## config.mk

```make
export PLATFORM = sky130hd
export DESIGN_NAME = cache_bus_arbiter
export DESIGN_NICKNAME = d
export VERILOG_FILES = /design/src/rtl/cache_bus_arbiter_pkg.sv /design/src/rtl/cache_bus_beat_counter.sv /design/src/rtl/cache_bus_arbiter.sv
export SDC_FILE = /design/constraint.sdc
export NUM_CORES = 1
export LEC_CHECK = 0
export BUFFER_PORTS_ARGS = -buffer_cell sky130_fd_sc_hd__buf_2
export CAP_MARGIN = 20
export CORE_AREA = 2 2 98 171
export CTS_CLUSTER_SIZE = 28
export DETAILED_ROUTE_END_ITERATION = 10
export DIE_AREA = 0 0 100 173
export PLACE_DENSITY = 0.62
export SLEW_MARGIN = 10
export SYNTH_ARGS = -nofsm -noshare
export SYNTH_HDL_FRONTEND = slang
export SYNTH_HIERARCHICAL = 1
export SYNTH_SLANG_ARGS = --single-unit
```

## constraint.sdc

```tcl
create_clock -name clk -period 3.3 [get_ports clk]
set_input_delay 0.66 -clock clk [delete_from_list [all_inputs] [get_ports clk]]
set_output_delay 0.66 -clock clk [all_outputs]
set_load 0.005 [all_outputs]
```

## src/rtl/cache_bus_arbiter_pkg.sv

```systemverilog
// Shared types and constants for the I$/D$ line-burst bus arbiter.
package cache_bus_arbiter_pkg;

    // Arbiter sequencing states
    typedef enum logic [1:0] {
        IDLE  = 2'd0,
        WRITE = 2'd1,
        READ  = 2'd2,
        ACK   = 2'd3
    } arb_state_e;

    localparam int LINELEN_DEF  = 512;
    localparam int AHBW_DEF     = 64;
    localparam int BEATSPERLINE = LINELEN_DEF / AHBW_DEF;

endpackage

```

## src/rtl/cache_bus_beat_counter.sv

```systemverilog
// Beat counter for one line burst: counts accepted beats, wraps after the
// last beat of the line and flags that last beat combinationally.
module cache_bus_beat_counter import cache_bus_arbiter_pkg::*; #(
    parameter int LOGBWPL = 3,
    parameter int BEATS   = BEATSPERLINE
) (
    input  logic               clk,
    input  logic               reset,
    input  logic               en_i,
    input  logic               clr_i,
    output logic [LOGBWPL-1:0] cnt_o,
    output logic               last_o
);

    localparam logic [LOGBWPL-1:0] LAST = LOGBWPL'(BEATS - 1);

    logic [LOGBWPL-1:0] cnt_q, cnt_d;

    assign last_o = en_i & (cnt_q == LAST);
    assign cnt_o  = cnt_q;

    // Next count: clear on state entry, otherwise advance/wrap on each beat
    always_comb begin
        cnt_d = cnt_q;
        if (clr_i)
            cnt_d = '0;
        else if (en_i)
            cnt_d = last_o ? '0 : cnt_q + LOGBWPL'(1);
    end

    // Count register
    always_ff @(posedge clk or negedge reset) begin
        if (!reset) cnt_q <= '0;
        else        cnt_q <= cnt_d;
    end

endmodule

```

## src/rtl/cache_bus_arbiter.sv

```systemverilog
// Arbitrates the shared line-burst bus engine between I$ (0) and D$ (1),
// sequences writeback/fetch bursts and returns a one-cycle Ack.
// Optional: define CACHE_ARB_ROUNDROBIN_EN for round-robin arbitration on
// simultaneous requests (otherwise fixed priority from D_PRIORITY).
module cache_bus_arbiter import cache_bus_arbiter_pkg::*; #(
    parameter int PA_BITS    = 56,
    parameter int LINELEN    = 512,
    parameter int AHBW       = 64,
    parameter int LOGBWPL    = 3,
    parameter int D_PRIORITY = 1
) (
    input  logic               clk,
    input  logic               reset,
    input  logic [1:0]         IBusRW,
    input  logic [PA_BITS-1:0] IBusAdr,
    output logic               IBusAck,
    input  logic [1:0]         DBusRW,
    input  logic [PA_BITS-1:0] DBusAdr,
    input  logic [PA_BITS-1:0] DWbAdr,
    output logic               DBusAck,
    input  logic               IFlushStage,
    input  logic               DFlushStage,
    output logic [LOGBWPL-1:0] BeatCount,
    output logic               SelBusBeat,
    output logic               GrantD,
    output logic               BusReq,
    output logic               BusWrite,
    output logic [PA_BITS-1:0] BusAdr,
    input  logic               BeatDone
);

    localparam int                 OFFBITS   = $clog2(LINELEN / 8);
    localparam logic [PA_BITS-1:0] LINE_MASK = ~PA_BITS'((1 << OFFBITS) - 1);

    arb_state_e         state_q, state_d;
    logic               grant_d_q, grant_d_d;
    logic [1:0]         rw_q, rw_d;
    logic [PA_BITS-1:0] fadr_q, fadr_d;
    logic [PA_BITS-1:0] wadr_q, wadr_d;

    logic req_i, req_d, win_d, grant;
    logic beat_en, beat_clr, last_beat;

    // I$ never writes; only the fetch bit matters
    logic unused_ibusrw0;
    assign unused_ibusrw0 = IBusRW[0];

    assign req_i = IBusRW[1] & ~IFlushStage;
    assign req_d = (|DBusRW) & ~DFlushStage;
    assign grant = (state_q == IDLE) & (req_i | req_d);

`ifdef CACHE_ARB_ROUNDROBIN_EN
    // rr_q remembers who was served last (1 = D$); the other side wins ties
    logic rr_q, rr_d;
    localparam int UNUSED_DPRI = D_PRIORITY;

    assign win_d = req_d & (~req_i | ~rr_q);
    assign rr_d  = (state_q == ACK) ? grant_d_q : rr_q;

    // Round-robin pointer, advanced once per completed transaction
    always_ff @(posedge clk or negedge reset) begin
        if (!reset) rr_q <= 1'b0;
        else        rr_q <= rr_d;
    end
`else
    assign win_d = req_d & (~req_i | (D_PRIORITY != 0));
`endif

    assign beat_en  = BeatDone & ((state_q == WRITE) | (state_q == READ));
    assign beat_clr = (state_d != state_q);
    assign GrantD   = grant_d_q;

    cache_bus_beat_counter #(
        .LOGBWPL (LOGBWPL),
        .BEATS   (LINELEN / AHBW)
    ) u_beat_cnt (
        .clk    (clk),
        .reset  (reset),
        .en_i   (beat_en),
        .clr_i  (beat_clr),
        .cnt_o  (BeatCount),
        .last_o (last_beat)
    );

    // Capture the winner and its request at grant; later input changes are ignored
    always_comb begin
        grant_d_d = grant_d_q;
        rw_d      = rw_q;
        fadr_d    = fadr_q;
        wadr_d    = wadr_q;
        if (grant) begin
            grant_d_d = win_d;
            rw_d      = win_d ? DBusRW : 2'b10;
            fadr_d    = (win_d ? DBusAdr : IBusAdr) & LINE_MASK;
            wadr_d    = DWbAdr & LINE_MASK;
        end
    end

    // FSM next state and bus outputs
    always_comb begin
        state_d    = state_q;
        BusReq     = 1'b0;
        BusWrite   = 1'b0;
        SelBusBeat = 1'b0;
        BusAdr     = '0;
        IBusAck    = 1'b0;
        DBusAck    = 1'b0;
        case (state_q)
            IDLE: begin
                if (grant) state_d = (win_d & DBusRW[0]) ? WRITE : READ;
            end
            WRITE: begin
                BusReq     = 1'b1;
                BusWrite   = 1'b1;
                SelBusBeat = 1'b1;
                BusAdr     = wadr_q;
                if (last_beat) state_d = rw_q[1] ? READ : ACK;
            end
            READ: begin
                BusReq = 1'b1;
                BusAdr = fadr_q;
                if (last_beat) state_d = ACK;
            end
            ACK: begin
                IBusAck = ~grant_d_q;
                DBusAck = grant_d_q;
                state_d = IDLE;
            end
            default: state_d = IDLE;
        endcase
    end

    // State and grant-time capture registers
    always_ff @(posedge clk or negedge reset) begin
        if (!reset) begin
            state_q   <= IDLE;
            grant_d_q <= 1'b0;
            rw_q      <= 2'b00;
            fadr_q    <= '0;
            wadr_q    <= '0;
        end else begin
            state_q   <= state_d;
            grant_d_q <= grant_d_d;
            rw_q      <= rw_d;
            fadr_q    <= fadr_d;
            wadr_q    <= wadr_d;
        end
    end

endmodule
```

* After elaboration in Yosys (flattened, before gate mapping)
Cells that the tools add are included.
** Word-level totals
- Register bits :: 108
- Input bits :: 177
- Output and inout bits :: 65
- Logic and storage cells :: 43
** Cells by class
- Add/subtract/negate cells :: 1
- Eq/ne operators :: 5
- Mux-type cells :: 16
- Bitwise gates (word level) :: 11
- Reduce and logical (&&, ||, !) cells :: 4
** Operators by type and width (number)
- $pmux 56 s2 :: 1
- $mux 56 :: 1
- $mux 2 :: 5
- $mux 3 :: 3
- $pmux 2 s4 :: 1
- $and 1x1->1 :: 6
- $mux 1 :: 5
- $eq 2x2->1 const B :: 2
- $reduce_or 2->1 :: 2
- $add 3x1->3 const B :: 1
- $eq 3x3->1 const B :: 1
- $not 1->1 :: 3
- $eq 2x1->1 const B :: 1
- $logic_not 2->1 :: 1
- $ne 2x2->1 :: 1
- $or 1x1->1 :: 2
- $reduce_bool 2->1 :: 1

* Depth between registers and ports, before layout
Gate-level depths: netlist of run 1.
- Depth after elaboration :: 8
- Gate-level depth with buffers :: 11
- Gate-level depth less buffers :: 10

* Hierarchy
Netlist of run 1, hierarchy kept.
** Modules (own cells, without submodules)
- cache_bus_arbiter :: times used 1, cells each 600, area each 5973.2 um^2, seq. area each 2602.5 um^2
- cache_bus_beat_counter :: times used 1, cells each 13, area each 163.9 um^2, seq. area each 75.1 um^2

* Worst setup path before layout of run 1
Ideal clock, no wire load.
- Kind :: register to register
- Start point :: reg state_q[1]
- End point :: reg u_beat_cnt.cnt_q[0] (netlist: u_beat_cnt/cnt_o[0])
- Library setup time :: 0.118 ns
- Arrival :: 2.498 ns
- Required time :: 3.182 ns
- Setup slack :: 0.684 ns
- Cell stages (with the launch flop) :: 12
- Buffers on the path :: 1
- Clock period less this slack :: 2.616 ns
- Cell sequence :: dfrtp_1 -> inv_1 -> ha_1 -> clkbuf_1 -> and2_1 -> and2_1 -> nor2b_1 -> o32ai_1 -> a2111oi_0 -> a31o_1 -> nor2_1 -> a21o_1
** Between the ends
- Longest elaborated chain between the ends :: 8
- Elaborated cells between the ends (all ways) :: 17
- Classes of those cells :: 4 x eq/ne; 7 x mux; 4 x bitwise; 2 x reduce/logical
** Ends and longest elaborated chain
- start, declared :: RTL line cache_bus_arbiter.sv:35 : arb_state_e state_q, state_d;
- start signal, assigned :: RTL line cache_bus_arbiter.sv:142 : state_q <= state_d;
- $eq 2x1->1 or $eq 2x2->1 (tied branches) :: RTL line cache_bus_arbiter.sv:69 : assign beat_en = BeatDone & ((state_q == WRITE) | (state_q == READ));
- $or 1x1->1 (*) :: RTL line cache_bus_arbiter.sv:69
- $and 1x1->1 (*) :: RTL line cache_bus_arbiter.sv:69
- via beat_en :: RTL line cache_bus_arbiter.sv:42 : logic beat_en, beat_clr, last_beat;
- $and 1x1->1 (*) :: RTL line cache_bus_beat_counter.sv:19 : assign last_o = en_i & (cnt_q == LAST);
- via last_beat :: RTL line cache_bus_arbiter.sv:42
- $mux 2, on equally long branches :: RTL line cache_bus_arbiter.sv:122, cache_bus_arbiter.sv:117
- $pmux 2 s4 (*) :: RTL line cache_bus_arbiter.sv:108 : case (state_q)
- $ne 2x2->1 (*) :: RTL line cache_bus_arbiter.sv:70 : assign beat_clr = (state_d != state_q);
- via beat_clr :: RTL line cache_bus_arbiter.sv:42
- $mux 3 or $reduce_bool 2->1 (tied branches)
- end signal, assigned :: RTL line cache_bus_beat_counter.sv:34 : else cnt_q <= cnt_d;
- end, declared :: RTL line cache_bus_beat_counter.sv:17 : logic [LOGBWPL-1:0] cnt_q, cnt_d;
Mark *: on every way through the listed nets, which the timed path passes. The rest lies on a longest branch. The select of a mux whose other input is x is not followed.
A chain may end at the register's enable or synchronous reset.

* Worst setup path in the final report of run 1
- Start point :: reg state_q[1]
- End point :: out BusAdr[10]
** Between the ends
- Longest elaborated chain between the ends :: 2
- Elaborated cells between the ends (all ways) :: 3
- Classes of those cells :: 2 x eq/ne; 1 x mux
** Ends and longest elaborated chain
- $eq 2x2->1 or $eq 2x1->1 (tied branches) :: RTL line cache_bus_arbiter.sv:108
- $pmux 56 s2 (*) :: RTL line cache_bus_arbiter.sv:108
- end, declared :: RTL line cache_bus_arbiter.sv:28 : output logic [PA_BITS-1:0] BusAdr,
Mark *: on every way between the ends. The rest lies on a longest branch, timed or not.

==> results of run 1 <==
## power groups by stage
stage	sequential, mW	clock (mW)	combinational, mW
2_1_floorplan	2.32	0	2.10
6_report	2.40	1.11	2.62
4_1_cts	2.41	1.15	2.69
5_1_grt	2.48	1.20	2.95
3_5_place_dp	2.44	0	2.68
3_3_place_gp	2.41	0	2.64
## cells in the final DEF, fill, tap and decap left out, drive strengths merged
master,count
a2111oi,1
a211oi,2
a21o,3
a21oi,1
a22oi,50
a311oi,1
a31o,1
and2,3
and3b,1
buf,227
bufinv,1
clkbuf,10
clkinv,2
conb,6
dfrtp,107
ha,7
inv,7
mux2i,51
nand2,204
nand3,2
nand3b,1
nor2,5
nor2b,53
nor3b,1
nor4b,1
nor4bb,1
o211ai,1
o21a,1
o21ai,54
o21ba,1
o21bai,1
o22a,1
o32ai,1
## worst register-to-register path, stage by stage, from the launching register on
cell and delay (ns):
dfrtp_1 0.50, inv_1 0.16, ha_1 0.34, and2_1 0.21, and2_1 0.23, nor2b_1 0.15
o32ai_1 0.08, a2111oi_0 0.35, a31o_1 0.25, nor2_1 0.08, a21o_1 0.17
## cell type report
| type | count | share of cell area (%) |
|---|---|---|
| inverters | 4 | 0.200 |
| clock inverters | 6 | 0.932 |
| clock buffers | 10 | 3.05 |
| repair buffers | 227 | 16.5 |
| well taps | 189 | 3.15 |
| flip-flops and latches | 107 | 35.6 |
| multi-input cells | 455 | 40.6 |
## routing by layer
metal	track usage, %	vias to the layer above	wire (um)
met5	0	-	0
li1	-	2451	-
met2	33.6	141	8440
met1	21.6	2280	6260
met3	2.30	20	661
met4	6.39	0	323
## metrics by stage
step           worst slack (ns)  total power [mW]  cells  util (%)  hold WS [ns]
3_3_place_gp              0.706              5.05    982      45.5         0.465
3_5_place_dp              0.668              5.11    982      45.5         0.471
4_1_cts                   0.321              6.24    998      47.4         0.343
2_1_floorplan             0.684              4.42    618         -         0.364
5_1_grt                   0.204              6.63    998      47.4         0.364
6_report                  0.375              6.13    998      47.4         0.319
## logic make-up (layout without fill, tap and decap cells)
group	count (synthesis)	after routing	synth area share, %
flops	107	107	43.6
buf+inv	56	247	7.28
compound gates	119	119	15.7
other cells	1	6	0.0611
mux	51	51	8.32
simple gates	272	272	23.6
fa+ha+maj	7	7	1.43
## sequential cells by signal, indices dropped and copies added (netlist names)
signal            flops
GrantD                1
rw_q                  1
wadr_q               50
fadr_q               50
u_beat_cnt/cnt_o      3
state_q               2
## worst max-delay path by stage
stage | start | to | slack (ns) | cells past startpoint
2_1_floorplan | state_q[1] | u_beat_cnt/cnt_o[0] | 0.68 | 11
3_3_place_gp | state_q[1] | BusAdr[10] | 0.71 | 6
3_5_place_dp | state_q[1] | u_beat_cnt/cnt_o[2] | 0.67 | 10
4_1_cts | state_q[1] | BusAdr[10] | 0.32 | 6
5_1_grt | state_q[1] | BusAdr[10] | 0.20 | 6
6_report | state_q[1] | BusAdr[10] | 0.38 | 6
==> metrics.csv, run 1 <==
metric,value,unit
leading area contributor after synthesis,dfrtp_1,
Worst-Skew Late Latency,0.35,ns
TNS Setup,0,ns
core footprint,15900,um^2
Top delay family on crit path,buffers and inverters,
TritonCTS clock tree,built,
Net Sw Frac,39.7,%
routed via count,4892,
FILL cells,1610,
register area,2680,um^2
I/O Buffers,216,
total CTS buffers,9,
vias per cell,4.90,
Placer Congestion,0.760,
Int Power,3.69,mW
initial drt markers,138,
Critical R2R Launch,state_q[1],
Yosys cell types,37,
Post-DRT Antenna Nets,0,
CP max FO,18,
"Design Area, Final",7520,um^2
Total Routing Usage GR,18.4,%
main flop type after synthesis,dfrtp_1,
VDD IR max,0.481,mV
number of global-route vias before repair,4925,
Post-Syn Instances,613,
synthesized area,6140,um^2
Post-synth top cells,"107 x dfrtp_1, 104 x nand2_1, 100 x nand2_2",
initial core utilization,38.7,%
Worst setup EP type,output port,
asr flop ratio synth,100,%
Net Sw Power,2.44,mW
area delta synth->final,22.5,%
top-count cell post-synth,dfrtp_1,
layout cells sized above 1,49.3,%
cts hold-fix bufs,0,
Critical Path AT,2.26,ns
Power Density,815,nW/um^2
Critical Path RT,2.64,ns
DRC,0,
Ant. Diodes,0,
post-route minimum period,2.92,ns
Max-cap violations,0,
initial antenna violation count,0,
"Clk pin slew, worst setup/hold paths",0.07,ns
post-CTS setup buffers,0,
largest net degree at the start of global routing,79,
Synth area leaders,"dfrtp_1 44%, nand2_2 10%, mux2i_1 8.3%",
FF-to-FF setup slack,0.67,ns
reg2reg path depth,10,
FP Rows,61,
CP Launch Type,register,
DP Area,7220,um^2
TritonRoute pass-1 iters,4,
Buf/Inv on CP,3,
die area,17300,um^2
status,"complete, no violations",
final WL,15.7,mm
RSZ-0062 raised after global routing,no,
period utilization,88.6,%
post-cts sizing count,0,
die width,100,um
Final Hold Fails,0,
worst clock skew,0.0101,ns
DP HPWL,11.1,mm
Die Y,173,um
clock root buffer,clkbuf_16,
"FF+latch count, synth",107,
first-pass GRT wire length,25.1,mm
Final Setup Violations,0,
# nets final,988,
num ports,242,
r2r endpoint,u_beat_cnt/cnt_o[2],
Yosys top cell area share,43.6,%
CP Class,reg -> out,
Pins Over Slew Limit,0,
Crit path largest cell delay,0.52,ns
"EDFF count, synth",0,
register area share after synthesis,43.6,%
Multi-input gate area,3050,um^2
grt ovf,0,
clock network fraction of total power,18.1,%
Flop pwr share,39.1,%
worst-path cell chain,inv_1 > ha_2 > buf_4 > a22oi_1 > nor2b_1 > buf_2,
clock buffer depth,2,
H-Tree Depth,3,
worst slew pin tran,0.631,ns
Wirelength per Cell,15.7,um
Yosys warnings,6,
# clock sinks,107,
HP Class,in -> async,
FMAX,342,MHz
LEAKAGE,3.88,nW
Slew HR,57.9,%
Syn Area/Cell,10.0,um^2
slowest CP cell,ha_2,
Comb power frac,42.8,%
(Power assumes the default switching activity.)
==> inputs of run 2 (changes only) <==
- CORE_AREA: 2 2 98 171 -> 2 2 88 154
- DIE_AREA: 0 0 100 173 -> 0 0 90 156
- PLACE_DENSITY: 0.62 -> 0.75
==> run 2 against run 1 <==
Fmax is 0.67% higher. Clock skew is 0.0030 ns lower. Flip-flop and latch count stayed put. Setup slack better by 0.019 ns. Die area is 19% lower. First-iteration DRC count is 120% higher. Routed wire length hardly changed. Cell count is 1.7% lower.
==> metrics.csv, run 2 (synthesized netlist as in run 1, its figures left out) <==
metric,value,unit,change
FP Rows,55,,was 61
"Clk pin slew, worst setup/hold paths",0.07,ns,about the same
worst clock skew,0.00708,ns,was 0.0101 ns
clock buffer depth,2,,unchanged
initial antenna violation count,1,,was 0
Net Sw Power,2.45,mW,was 2.44 mW
DRC,0,,unchanged
Placer Congestion,0.788,,was 0.760
slowest CP cell,dfrtp_1,,was ha_2
final WL,15.7,mm,about the same
Critical R2R Launch,state_q[1],,unchanged
Worst-Skew Late Latency,0.34,ns,was 0.35 ns
Crit path largest cell delay,0.51,ns,was 0.52 ns
area delta synth->final,21.9,%,was 22.5%
Flop pwr share,39.4,%,was 39.1%
initial core utilization,47.9,%,was 38.7%
Critical Path RT,2.64,ns,about the same
RSZ-0062 raised after global routing,no,,unchanged
initial drt markers,305,,was 138
TritonRoute pass-1 iters,4,,unchanged
Die Y,156,um,was 173 um
Total Routing Usage GR,22.3,%,was 18.4%
DP HPWL,11.3,mm,was 11.1 mm
Power Density,818,nW/um^2,was 815 nW/um^2
VDD IR max,0.400,mV,was 0.481 mV
Max-cap violations,0,,unchanged
I/O Buffers,216,,unchanged
clock root buffer,clkbuf_16,,unchanged
TritonCTS clock tree,built,,unchanged
TNS Setup,0,ns,unchanged
# clock sinks,107,,unchanged
largest net degree at the start of global routing,99,,was 79
Comb power frac,42.4,%,was 42.8%
die width,90,um,was 100 um
Worst setup EP type,output port,,unchanged
period utilization,88.0,%,was 88.6%
FILL cells,1189,,"was 1,610"
Slew HR,45.6,%,was 57.9%
Final Hold Fails,0,,unchanged
number of global-route vias before repair,5228,,"was 4,925"
HP Class,in -> async,,unchanged
vias per cell,5.15,,was 4.90
num ports,242,,unchanged
most frequent cells in the layout,"215 x buf_2, 107 x dfrtp_1, 104 x nand2_1",,unchanged
Wirelength per Cell,16.0,um,was 15.7 um
CP max FO,51,,was 18
die area,14000,um^2,"was 17,300 um^2"
register area,2680,um^2,unchanged
Final Setup Violations,0,,unchanged
cts hold-fix bufs,0,,unchanged
post-cts sizing count,0,,unchanged
Crit. Startpoint,state_q[1],,unchanged
Pwr Total,6.12,mW,was 6.13 mW
status,"complete, no violations",,unchanged
Int Power,3.67,mW,was 3.69 mW
Multi-input gate area,3050,um^2,unchanged
CP Class,reg -> out,,unchanged
FMAX,344,MHz,was 342 MHz
core footprint,12800,um^2,"was 15,900 um^2"
# nets final,988,,unchanged
routed via count,5049,,"was 4,892"
CP Launch Type,register,,unchanged
worst slew pin tran,0.816,ns,was 0.631 ns
LEAKAGE,3.88,nW,about the same
Top delay family on crit path,buffers and inverters,,unchanged
layout cells sized above 1,49.4,%,was 49.3%
"commonest non-fill, non-tap cell in the layout",buf_2,,unchanged
Buf/Inv on CP,3,,unchanged
clock network fraction of total power,18.2,%,was 18.1%
Post-DRT Antenna Nets,0,,unchanged
Net Sw Frac,40.0,%,was 39.7%
worst-path cell chain,inv_1 > ha_1 > buf_4 > nor2b_1 > buf_2,,was inv_1 > ha_2 > buf_4 > a22oi_1 > nor2b_1 > buf_2
post-CTS setup buffers,0,,unchanged
Pins Over Slew Limit,0,,unchanged
H-Tree Depth,3,,unchanged
post-route minimum period,2.91,ns,was 2.92 ns
total CTS buffers,9,,unchanged
grt ovf,0,,unchanged
first-pass GRT wire length,25.3,mm,was 25.1 mm
Critical Path AT,2.25,ns,was 2.26 ns
## run 2: metrics by stage
step / cell area, um^2 / cells / setup WS (ns) / hold slack [ns] / util, %
after floorplan: 6160 / 618 / 0.684 / 0.364 / -
after global placement: 7170 / 964 / 0.799 / 0.464 / 56.0
after detailed placement: 7170 / 964 / 0.610 / 0.472 / 56.0
after CTS: 7480 / 980 / 0.408 / 0.426 / 58.4
after global routing: 7480 / 981 / 0.221 / 0.451 / 58.5
final: 7480 / 981 / 0.395 / 0.388 / 58.5
## run 2: layout make-up
type / instances / area share (%)
multi-input cells: 455 / 40.7
flip-flops and latches: 107 / 35.8
repair buffers: 227 / 16.3
clock buffers: 10 / 3.19
well taps: 171 / 2.86
clock inverters: 6 / 0.936
inverters: 4 / 0.201
diodes: 1 / 0.0334
## run 2: path summary, 6_finish.rpt
kind / slack, ns / endpoint / cells past startpoint
setup / recovery: 0.39 / BusAdr[13] / 5
hold reg to reg: 0.49 / wadr_q[7] / 2
min in group clk: 0.49 / wadr_q[7] / 2
setup reg to reg: 0.55 / u_beat_cnt/cnt_o[2] / 10
hold / removal: 0.39 / wadr_q[41] / 1
max in group asynchronous: 2.08 / wadr_q[26] / 2
## run 2: worst register-to-register path, stage by stage, from the launching register on
cell and delay, ns:
dfrtp_1 0.51, inv_1 0.18, ha_1 0.33, and2_1 0.21, and2_1 0.25, nor2b_1 0.17
o32ai_1 0.08, a2111oi_0 0.40, a31o_1 0.25, nor2_1 0.08, a21o_1 0.18
## run 2: power by group through the flow
stage	Combinational [mW]	Clock (mW)	Sequential, mW
2_1_floorplan	2.10	0	2.32
3_3_place_gp	2.53	0	2.38
3_5_place_dp	2.62	0	2.43
4_1_cts	2.63	1.15	2.40
5_1_grt	2.90	1.20	2.48
6_report	2.60	1.11	2.41
## run 2: per-layer routing
layer / up-vias / share of wire, % / global-route usage, %
met5: - / 0 / 0
met4: 0 / 3.2 / 11.5
met3: 34 / 4.4 / 2.56
met2: 168 / 54 / 41.5
met1: 2406 / 38 / 24.9
li1: 2441 / - / -
==> inputs of run 3 (changes only) <==
- BUFFER_PORTS_ARGS: -buffer_cell sky130_fd_sc_hd__buf_2 -> unset
- CORE_AREA: 2 2 88 154 -> 2 2 78 135
- DIE_AREA: 0 0 90 156 -> 0 0 80 137
- DONT_BUFFER_PORTS: unset -> 1
- PLACE_DENSITY: 0.75 -> 0.74
==> run 3 against run 2 <==
Final area shrank 15%. Global-route usage grew 2.2 points. Cell count shrank 27%. Routed wire length shrank 14%. Non-clock buffer count shrank 214. Combinational power shrank 11%. Flip-flop and latch count is the same. Critical path depth is the same. Die area shrank 22%.
==> metrics.csv, run 3 (synthesized netlist as in run 1, its figures left out) <==
metric,value,unit,change
status,"complete, no violations",,unchanged
area delta synth->final,3.49,%,was 21.9%
die area,11000,um^2,"was 14,000 um^2"
# nets final,774,,was 988
LEAKAGE,2.95,nW,was 3.88 nW
FMAX,356,MHz,was 344 MHz
VDD IR max,0.534,mV,was 0.400 mV
Post-DRT Antenna Nets,0,,unchanged
Critical R2R Launch,state_q[1],,unchanged
TritonCTS clock tree,built,,unchanged
DP HPWL,9.11,mm,was 11.3 mm
worst clock skew,0.00841,ns,was 0.00708 ns
Worst setup EP type,output port,,unchanged
Max-cap violations,0,,unchanged
Placer Congestion,0.802,,was 0.788
layout cells sized above 1,30.9,%,was 49.4%
CP Launch Type,register,,unchanged
r2r endpoint,u_beat_cnt/cnt_o[0],,was u_beat_cnt/cnt_o[2]
Worst-Skew Late Latency,0.34,ns,about the same
"Clk pin slew, worst setup/hold paths",0.07,ns,about the same
initial drt markers,176,,was 305
routed via count,4258,,"was 5,049"
Pins Over Slew Limit,0,,unchanged
Total Routing Usage GR,24.5,%,was 22.3%
# clock sinks,107,,unchanged
Final Hold Fails,0,,unchanged
clock buffer depth,2,,unchanged
reg2reg path depth,10,,unchanged
FP Rows,48,,was 55
grt ovf,0,,unchanged
FILL cells,854,,"was 1,189"
TritonRoute pass-1 iters,5,,was 4
Slew HR,27.9,%,was 45.6%
Fin Hold WS,0.136,ns,was 0.388 ns
first-pass GRT wire length,20.7,mm,was 25.3 mm
HP Class,in -> async,,unchanged
Flop pwr share,42.0,%,was 39.4%
initial core utilization,62.3,%,was 47.9%
clock root buffer,clkbuf_16,,unchanged
DRC,0,,unchanged
final WL,13.5,mm,was 15.7 mm
Crit path largest cell delay,0.47,ns,was 0.51 ns
FF-to-FF setup slack,0.65,ns,was 0.55 ns
vias per cell,5.91,,was 5.15
"commonest non-fill, non-tap cell in the layout",dfrtp_1,,was buf_2
CP Class,reg -> out,,unchanged
clock network fraction of total power,17.4,%,was 18.2%
most frequent cells in the layout,"107 x dfrtp_1, 104 x nand2_1, 100 x nand2_2",,"was 215 x buf_2, 107 x dfrtp_1, 104 x nand2_1"
Critical Path AT,2.15,ns,was 2.25 ns
register area,2680,um^2,unchanged
I/O Buffers,0,,was 216
Critical Path RT,2.64,ns,about the same
post-route minimum period,2.81,ns,was 2.91 ns
initial antenna violation count,0,,was 1
Power Density,902,nW/um^2,was 818 nW/um^2
period utilization,85.0,%,was 88.0%
Wirelength per Cell,18.7,um,was 16.0 um
Multi-input gate area,3050,um^2,unchanged
Net Sw Frac,40.3,%,was 40.0%
slowest CP cell,dfrtp_1,,unchanged
Comb power frac,40.6,%,was 42.4%
total CTS buffers,9,,unchanged
number of global-route vias before repair,4244,,"was 5,228"
Final Setup Violations,0,,unchanged
H-Tree Depth,3,,unchanged
RSZ-0062 raised after global routing,no,,unchanged
largest net degree at the start of global routing,80,,was 99
worst slew pin tran,1.08,ns,was 0.816 ns
worst-path cell chain,inv_1 > ha_2 > buf_4 > a22oi_1 > nor2b_1,,was inv_1 > ha_1 > buf_4 > nor2b_1 > buf_2
die width,80,um,was 90 um
TNS Setup,0,ns,unchanged
CP max FO,20,,was 51
Die Y,137,um,was 156 um
Int Power,3.42,mW,was 3.67 mW
post-cts sizing count,0,,unchanged
num ports,242,,unchanged
Net Sw Power,2.31,mW,was 2.45 mW
core footprint,9850,um^2,"was 12,800 um^2"
Ant. Diodes,0,,was 1
## run 3: cell count changes in the layout (fill, tap and decap cells not counted), sizes merged
cell      before  now
buf          227   13
bufinv         1    0
clkbuf        10   12
clkinv         2    3
clkinvlp       0    1
diode          1    0
inv            7    4
## run 3: worst max-delay path: cells and delay by family, from the launching register on
family / cells / cell delay [ns]
flip-flops: 1 / 0.47
AO/OA/AOI/OAI: 1 / 0.14
buffers and inverters: 2 / 0.51
adder cells (fa/ha/maj): 1 / 0.44
AND/OR/NAND/NOR: 1 / 0.24
## run 3: worst max path at each step
| stage | from | to | slack [ns] |
|---|---|---|---|
| finish | state_q[0] | BusAdr[6] | 0.49 |
| global route | state_q[0] | BusAdr[6] | 0.38 |
| CTS | state_q[0] | BusAdr[6] | 0.48 |
| detailed placement | state_q[1] | u_beat_cnt/cnt_o[0] | 0.65 |
| global placement | state_q[1] | u_beat_cnt/cnt_o[0] | 0.79 |
| floorplan | state_q[1] | u_beat_cnt/cnt_o[0] | 0.68 |
## run 3: power groups by stage
stage	logic [mW]	clock network, mW	registers [mW]
2_1_floorplan	2.10	0	2.32
3_3_place_gp	2.24	0	2.38
3_5_place_dp	2.31	0	2.43
4_1_cts	2.33	1.02	2.40
5_1_grt	2.59	1.07	2.48
6_report	2.32	0.995	2.41
## run 3: stage by stage
step	utilization, %	area (um^2)	setup WS [ns]	power, mW	std cells
after floorplan	-	6160	0.684	4.42	618
after global placement	61.0	6010	0.792	4.62	701
final	64.5	6350	0.494	5.73	720
after global routing	64.5	6350	0.380	6.14	720
after detailed placement	61.0	6010	0.645	4.74	701
after CTS	64.0	6300	0.479	5.75	718
## run 3: final cells by class
class	instances	area share [%]
Clock buffer	12	3.88
Clock inverter	4	0.414
Sequential cell	107	42.2
Tap cell	125	2.46
Timing Repair Buffer	13	2.84
Multi-Input combinational cell	455	48.0
Inverter	4	0.236
## run 3: timing repair
action / in CTS / in global routing
setup buffers: 0 / 0
endpoints found under the hold margin: 29 / 48
hold buffers: 1 / 2
## run 3: layer usage
layer	part of all wire (%)	vias to the layer above	global-route usage [%]
met5	0	-	0
met4	1.4	0	9.51
met3	7.0	14	6.60
met2	53	150	40.9
met1	39	2082	30.0
li1	-	2012	-
